### src/rtl/demux_1to2_4bit_buf.sv
// 1-to-2 nibble demultiplexer: each input word is steered by S into one of two
// small per-output FIFOs so that each consumer can stall independently.

module demux_1to2_4bit_buf_fifo #(
    parameter int DEPTH = 2,
    parameter int CNT_W = 8
) (
    input  logic             clk,
    input  logic             rst_n,
    input  logic             push,
    input  logic [3:0]       wdata,
    input  logic             out_ready,
    output logic             full,
    output logic             valid,
    output logic [3:0]       data,
    output logic [CNT_W-1:0] delivered
);

    localparam int PTR_W = (DEPTH > 1) ? $clog2(DEPTH) : 1;
    localparam logic [PTR_W:0] FULL_CNT = (PTR_W + 1)'(DEPTH);

    logic [3:0]       mem_r [DEPTH];
    logic [PTR_W-1:0] wr_ptr_r;
    logic [PTR_W-1:0] rd_ptr_r;
    logic [PTR_W-1:0] wr_ptr_nxt_s;
    logic [PTR_W-1:0] rd_ptr_nxt_s;
    logic [PTR_W:0]   count_r;
    logic [PTR_W:0]   count_nxt_s;
    logic             full_r;
    logic             valid_r;
    logic [3:0]       head_r;
    logic [3:0]       head_nxt_s;
    logic [CNT_W-1:0] deliv_r;
    logic [CNT_W-1:0] deliv_nxt_s;
    logic             push_s;
    logic             pop_s;

    // A full FIFO never accepts, even if the parent forgets to gate the push.
    assign push_s = push && !full_r;
    assign pop_s  = valid_r && out_ready;

    // Next-state for pointers, occupancy and the delivered-word counter.
    always_comb begin
        wr_ptr_nxt_s = wr_ptr_r;
        rd_ptr_nxt_s = rd_ptr_r;
        count_nxt_s  = count_r;
        deliv_nxt_s  = deliv_r;
        if (push_s) begin
            wr_ptr_nxt_s = wr_ptr_r + PTR_W'(1);
        end else begin
            wr_ptr_nxt_s = wr_ptr_r;
        end
        if (pop_s) begin
            rd_ptr_nxt_s = rd_ptr_r + PTR_W'(1);
            deliv_nxt_s  = deliv_r + CNT_W'(1);
        end else begin
            rd_ptr_nxt_s = rd_ptr_r;
            deliv_nxt_s  = deliv_r;
        end
        case ({push_s, pop_s})
            2'b10:   count_nxt_s = count_r + (PTR_W + 1)'(1);
            2'b01:   count_nxt_s = count_r - (PTR_W + 1)'(1);
            default: count_nxt_s = count_r;
        endcase
    end

    // Head word for the next cycle; the slot being written only becomes the
    // head when the FIFO is otherwise empty after this cycle's pop.
    always_comb begin
        head_nxt_s = 4'h0;
        if (count_nxt_s == '0) begin
            head_nxt_s = 4'h0;
        end else if (push_s && (wr_ptr_r == rd_ptr_nxt_s)) begin
            head_nxt_s = wdata;
        end else begin
            head_nxt_s = mem_r[rd_ptr_nxt_s];
        end
    end

    // Control state and registered output view of the FIFO.
    always_ff @(posedge clk or negedge rst_n) begin
        if (!rst_n) begin
            wr_ptr_r <= '0;
            rd_ptr_r <= '0;
            count_r  <= '0;
            full_r   <= 1'b0;
            valid_r  <= 1'b0;
            head_r   <= 4'h0;
            deliv_r  <= '0;
        end else begin
            wr_ptr_r <= wr_ptr_nxt_s;
            rd_ptr_r <= rd_ptr_nxt_s;
            count_r  <= count_nxt_s;
            full_r   <= (count_nxt_s == FULL_CNT);
            valid_r  <= (count_nxt_s != '0);
            head_r   <= head_nxt_s;
            deliv_r  <= deliv_nxt_s;
        end
    end

    // Storage array; contents are hidden behind valid so no reset is needed.
    always_ff @(posedge clk) begin
        if (push_s) begin
            mem_r[wr_ptr_r] <= wdata;
        end
    end

    assign full      = full_r;
    assign valid     = valid_r;
    assign data      = head_r;
    assign delivered = deliv_r;

endmodule

module demux_1to2_4bit_buf #(
    parameter int DEPTH = 2,
    parameter int CNT_W = 8
) (
    input  logic             Clock,
    input  logic             Reset,
    input  logic [3:0]       Hyrja,
    input  logic             HyrjaValid,
    input  logic             S,
    output logic             HyrjaReady,
    output logic [3:0]       Dalja0,
    output logic             Dalja0Valid,
    input  logic             Dalja0Ready,
    output logic [3:0]       Dalja1,
    output logic             Dalja1Valid,
    input  logic             Dalja1Ready,
    output logic [CNT_W-1:0] Numri0,
    output logic [CNT_W-1:0] Numri1
);

    logic full0_s;
    logic full1_s;
    logic ready_s;
    logic push0_s;
    logic push1_s;

    // Ready looks only at the destination's registered full flag.
    assign ready_s    = S ? !full1_s : !full0_s;
    assign HyrjaReady = ready_s;
    assign push0_s    = HyrjaValid && ready_s && !S;
    assign push1_s    = HyrjaValid && ready_s && S;

    demux_1to2_4bit_buf_fifo #(
        .DEPTH (DEPTH),
        .CNT_W (CNT_W)
    ) u_fifo0 (
        .clk       (Clock),
        .rst_n     (Reset),
        .push      (push0_s),
        .wdata     (Hyrja),
        .out_ready (Dalja0Ready),
        .full      (full0_s),
        .valid     (Dalja0Valid),
        .data      (Dalja0),
        .delivered (Numri0)
    );

    demux_1to2_4bit_buf_fifo #(
        .DEPTH (DEPTH),
        .CNT_W (CNT_W)
    ) u_fifo1 (
        .clk       (Clock),
        .rst_n     (Reset),
        .push      (push1_s),
        .wdata     (Hyrja),
        .out_ready (Dalja1Ready),
        .full      (full1_s),
        .valid     (Dalja1Valid),
        .data      (Dalja1),
        .delivered (Numri1)
    );

endmodule
### config.mk
export PLATFORM = sky130hd
export DESIGN_NAME = demux_1to2_4bit_buf
export DESIGN_NICKNAME = d
export VERILOG_FILES = /design/src/rtl/demux_1to2_4bit_buf.sv
export SDC_FILE = /design/constraint.sdc
export NUM_CORES = 1
export LEC_CHECK = 0
export BUFFER_PORTS_ARGS = -buffer_cell sky130_fd_sc_hd__clkbuf_2
export CORE_UTILIZATION = 56
export CTS_CLUSTER_DIAMETER = 40
export DETAILED_ROUTE_END_ITERATION = 10
export HOLD_SLACK_MARGIN = 0.1
export PLACE_DENSITY = 0.79
export SLEW_MARGIN = 30
export SYNTH_ARGS = -nofsm -noshare
export SYNTH_HDL_FRONTEND = slang
export SYNTH_HIERARCHICAL = 1
export SYNTH_SLANG_ARGS = --single-unit
### constraint.sdc
create_clock -name Clock -period 5.4 [get_ports Clock]
set_clock_uncertainty 0.15 [all_clocks]
set_input_delay 0.54 -clock Clock [delete_from_list [all_inputs] [get_ports Clock]]
set_output_delay 0.54 -clock Clock [all_outputs]
set_load 0.02 [all_outputs]
==> impl_metrics.ini, run 1 <==
[sta]
max-slew-margin-rel = 0.4752
setup_violations = 0
min_period_over_period = 0.3860
worstMarginPinSlew_ns = 0.7872
setup_slack_ns = 3.315
fin_tns_setup_ns = 0
clock.fmax_mhz = 479.7
finalHoldViolCount = 0
rsz0062_at_grt = false
fin_crit_ns = 2.085
drv_slew = 0

[setup_path]
crit_top_cell = nor3b_1
worstReg2RegEnd = u_fifo0/data[0]
regToRegStartpoint = u_fifo0/full
crit_path_max_fanout = 9
crit_type = reg2reg
cp.required_ns = 5.46
slowest_stage = ha_1
end_kind = register
reg2reg_depth = 6
slowest_delay_ns = 0.43
r2r_slack_ns = 3.32
crit_chain = nor3b_1 > nand2b_1 > ha_1 > nor3b_1 > a21o_1 > a211oi_2
worstPathArrival_ns = 2.15
start_kind = register

[yosys]
synthCells = 163
synthMuxAreaShare = 0.05088
synth_fa_ha_area_frac = 0.02261
synth_nets = 177
netlist-cell-type-count = 23
synth-seq-cells = 52
ys_seq_area_frac = 0.6241
synth_compound_area_frac = 0.05201
synth_area_leaders = dfrtp_1 (41%), edfxtp_1 (22%), xnor2_1 (7.1%)
yosysWarningCount = 6
yosysTopAreaCellShare = 0.4070
synthXorXnorAreaFrac = 0.1255
avgSynthCellArea_um2 = 13.58
synth_top_cell_by_area = dfrtp_1
synth-simple-area-share = 0.1068
synth_top_family_by_area = XOR/XNOR gates
synthesis.area_um2 = 2213

[cts]
ctsHtreeMaxLevel = 2
cts_sinks = 52
insertion_delay_ns = 0.29
cts_hold_buf = 0
clk_pin_slew_ns = 0.08
cts_tree = built
ctsResizeCount = 0
numCtsBuffers = 5
cts_root_buf = clkbuf_8
clock_path_buffers = 2
postCtsSetupRepairBufs = 0

[placement]
place_ws_ns = 3.113
dp.final_hpwl_um = 2698
numPortBuffers = 36
place_inst = 245
postPlaceCellArea_um2 = 2444
place_congestion = 0.7665

[floorplanning]
die_h_um = 64.87
initial_utilization = 0.5956
die_w_um = 64.87
coreArea_um2 = 3716
rows = 22
dieArea_um2 = 4208
ios = 37

[hold_path]
hold_class = in2async

[drt]
via_per_inst = 5.198
first_iter_violations = 85
drt_wl_total_um = 3691
vias = 1315
wl_per_cell_um = 14.59
drc = 0
first_pass_iters = 4
postRouteAntennaNets = 0

[global_routing]
grt_pass1_vias = 1332
grt_pass1_wl_um = 6375
grt-ovfl-total = 0
grt_max_degree = 37
track_usage = 0.2096
antenna_found_initial = 0

[power]
peakVddDrop_mv = 0.2928
static-leakage-power_nw = 1.133
powerDensity_nw_per_um2 = 602.8

[final_layout]
drive_above_1_share = 0.2927
final_nets = 218
num_antenna_cells = 0
fin_util = 0.6818
final_area_um2 = 2534
fill_cells = 276
fin_cells = 253
syn_to_final_growth_pct = 14.47

[job]
drv_cap = 0

[outcome]
status = finished, final reports clean
[flip-flops by register name (all words and copies together), names as in the netlist, 2 cells and up]
name               flops
u_fifo1/data           4
u_fifo0/count_r        2
u_fifo1/delivered      8
u_fifo0/mem_r          8
u_fifo0/delivered      8
u_fifo0/data           4
u_fifo1/mem_r          8
u_fifo1/count_r        2
[worst max path at each step]
stage	depth (start not counted)	start	endpoint	slack, ns
after global routing	6	u_fifo0/full	u_fifo0/valid	3.08
after CTS	7	u_fifo1/full	u_fifo1/data[1]	3.33
after detailed placement	7	S	u_fifo0/valid	3.11
after global placement	7	S	u_fifo0/valid	3.17
final	6	u_fifo0/full	u_fifo0/data[0]	3.32
after floorplan	7	S	u_fifo0/data[0]	3.41
[worst max-delay path: cells and delay by family (launching register included)]
| family | cells | cell delay [ns] |
|---|---|---|
| AND/OR/NAND/NOR | 3 | 0.61 |
| adder cells (fa/ha/maj) | 1 | 0.43 |
| flip-flops | 1 | 0.41 |
| AO/OA/AOI/OAI | 2 | 0.40 |
[final cells by class]
cell class | count | area, um2 | area share
Sequential cell | 52 | 1381 | 0.5452
Inverter | 8 | 30.03 | 0.01185
Tap cell | 48 | 60.06 | 0.02370
Multi-Input combinational cell | 101 | 792.0 | 0.3126
Timing Repair Buffer | 36 | 180.2 | 0.07111
Clock buffer | 8 | 90.09 | 0.03556
[per-layer routing]
layer / wire, um / GRT usage / share of wire / vias up
met5: 0 / 0 / 0 / -
met4: 79 / 0.09722 / 0.021 / 0
met3: 164 / 0.04930 / 0.044 / 7
met2: 1724 / 0.3151 / 0.47 / 37
met1: 1723 / 0.2872 / 0.47 / 631
li1: - / - / - / 640
[cells in the final DEF (no fill, tap or decap), drive strengths merged]
master / n
nand2: 6
buf: 1
or2: 2
mux2i: 9
xnor2: 20
nand2b: 2
nor2b: 2
dfrtp: 36
inv: 8
nor3: 10
and3b: 1
nor2: 12
a21o: 2
clkbuf: 43
a211oi: 8
mux2: 2
ha: 4
edfxtp: 16
nor3b: 3
xor2: 10
nand3: 8
[logic make-up after synthesis]
kind of cell             after synthesis
flip-flops                            52
buffers and inverters                 10
AO/OA/AOI/OAI                         10
AND/OR/NAND/NOR                       46
XOR/XNOR                              30
multiplexers                          11
adder cells (fa/ha/maj)                4
[cells in the mapped netlist (all sizes together)]
master  number
nor2        12
nand2b       2
a211oi       8
xor2        10
inv          8
mux2         2
nand3        8
nor3b        3
or2          2
nor3        10
xnor2       20
ha           4
a21o         2
nor2b        2
nand2        6
dfrtp       36
and3b        1
mux2i        9
buf          2
edfxtp      16
[report_power, final]
group / switching (W) / internal, W
logic: 0.000373 / 0.000276
clock network: 0.000113 / 0.000105
registers: 0.000116 / 0.000545
[through the flow]
step	hold slack, ns	total power (W)
2_1_floorplan	0.09441	0.001137
5_1_grt	0.2307	0.001634
6_report	0.1718	0.001527
4_1_cts	0.2176	0.001539
3_5_place_dp	0.3126	0.001318
3_3_place_gp	0.3110	0.001283
Note: power is estimated with default switching activity, not from simulation.
==> inputs of run 2 (changes only) <==
Settings changed: CORE_UTILIZATION 56 to 50, PLACE_DENSITY 0.79 to 0.75.
Clock period 5.4 ns to 1.74 ns, I/O delays scaled along.
==> impl_metrics.ini, run 2 (synthesized netlist as in run 1, its figures left out) <==
[global_routing]
track_usage = 0.1785
grt_max_degree = 37
grt_pass1_vias = 1294
antenna_found_initial = 0
grt_pass1_wl_um = 5913
grt-ovfl-total = 0

[setup_path]
end_kind = register
cp.required_ns = 1.80
start_kind = register
crit_path_max_fanout = 5
r2r_slack_ns = -0.07
crit_type = reg2reg
worstPathArrival_ns = 1.88

[final_layout]
regArea_um2 = 1381
final_area_um2 = 2758
syn_to_final_growth_pct = 24.59
drive_above_1_share = 0.3761
fill_cells = 303
num_antenna_cells = 0
final_nets = 231
multi_input_area_um2 = 869.6
final_cell_mix = clkbuf_2 (36), dfrtp_1 (36), xnor2_1 (16), edfxtp_1 (16)

[power]
p_int_w = 0.003162
combPwrFrac = 0.435
peakVddDrop_mv = 0.9536
pwr-share-seq = 0.405
static-leakage-power_nw = 1.224
power.share.clock = 0.160
swShare = 0.3806
powerDensity_nw_per_um2 = 1851
p_switching_w = 0.001943

[cts]
clock_path_buffers = 2
insertion_delay_ns = 0.29
ctsHtreeMaxLevel = 2
cts_sinks = 52
numCtsBuffers = 5
clk_pin_slew_ns = 0.09
cts_root_buf = clkbuf_8
cts_tree = built

[sta]
drv_slew = 0
max-slew-margin-rel = 0.6906
min_period_over_period = 1.042
setup_slack_ns = -0.07393
clock.fmax_mhz = 551.3
finalHoldViolCount = 0
fin_tns_setup_ns = -0.2915
rsz0062_at_grt = true
fin_crit_ns = 1.814
setup_violations = 6
worstMarginPinSlew_ns = 0.4641

[floorplanning]
dieArea_um2 = 4697
initial_utilization = 0.5379
coreArea_um2 = 4115
die_w_um = 68.54
ios = 37
rows = 23
die_h_um = 68.54

[drt]
first_pass_iters = 4
vias = 1360
drc = 0
via_per_inst = 5.075
drt_wl_total_um = 3868
wl_per_cell_um = 14.43
first_iter_violations = 86
postRouteAntennaNets = 0

[hold_path]
hold_class = in2reg

[job]
drv_cap = 0

[placement]
place_congestion = 0.7434
numPortBuffers = 36
postPlaceCellArea_um2 = 2516
dp.final_hpwl_um = 2623

[outcome]
violations = setup timing
status = finished with violations
[run 2: cell count changes in the layout (fill, tap and decap cells not counted), moves of 2 or more]
cell           delta
a21o_1            -2
ha_4              +2
clkbuf_1          -2
nor3b_1           -2
dlygate4sd3_1     +6
ha_1              -2
nor2b_2           +2
nor2b_1           -2
xnor2_2           +2
nor2_1            -3
nor2_2            +3
buf_4             +7
xnor2_1           -2
[run 2: what timing repair did]
item                                    CTS  global route
setup buffers                             0             1
hold buffers                              6             0
resized for setup                         3            10
hold endpoints to repair                 53             0
endpoints found under the setup margin   10            24
pin swaps                                 1             3
[run 2: path summary, 6_finish.rpt]
kind / cells past startpoint / to / startpoint
worst max-delay path: 6 / u_fifo1/data[0] / u_fifo1/full
worst min-delay path: 4 / u_fifo1/delivered[0] / Dalja1Ready
worst max register to register: 6 / u_fifo1/data[0] / u_fifo1/full
worst min register to register: 1 / u_fifo0/delivered[7] / u_fifo0/delivered[7]
max in group asynchronous: 3 / u_fifo1/full / Reset
min in group asynchronous: 3 / u_fifo0/delivered[4] / Reset
[run 2: cell type report]
type	instances	share of cell area
flip-flops and latches	52	0.5009
multi-input cells	101	0.3153
repair buffers	49	0.1062
clock buffers	8	0.04401
well taps	50	0.02269
inverters	8	0.01089
[run 2: critical path, stage by stage (launching register included)]
cell      delay [ns]
dfrtp_1         0.40
and3b_1         0.23
nand2b_1        0.12
ha_4            0.27
nor3b_1         0.14
a21o_2          0.25
a211oi_2        0.17
[run 2: power by group through the flow]
stage / Combinational (W) / Clock, W / Sequential [W]
after global placement: 0.00201 / 0 / 0.00203
final: 0.00222 / 0.000816 / 0.00207
after detailed placement: 0.00207 / 0 / 0.00207
after floorplan: 0.00124 / 0 / 0.00232
after CTS: 0.00210 / 0.000839 / 0.00204
after global routing: 0.00242 / 0.000900 / 0.00212
[run 2: metrics by stage]
stage               hold WS, ns  total power (W)  std cells  utilization  setup slack [ns]
floorplan               -0.2716         0.003562        163            -         -0.001156
global placement        0.07467         0.004044        253       0.6114         -0.003993
detailed placement      0.09088         0.004137        253       0.6114          -0.09452
CTS                      0.1001         0.004984        267       0.6573          -0.03674
global route             0.1210         0.005437        268       0.6701           -0.1365
finish                   0.1079         0.005106        268       0.6701          -0.07393
[run 2: per-layer routing]
layer  global-route usage  routed length, um  vias up
met5                    0                  0        -
met4              0.07031                 56        0
met3              0.04276                163        7
met2               0.2770               1835       36
met1               0.2411               1813      655
li1                     -                  -      662
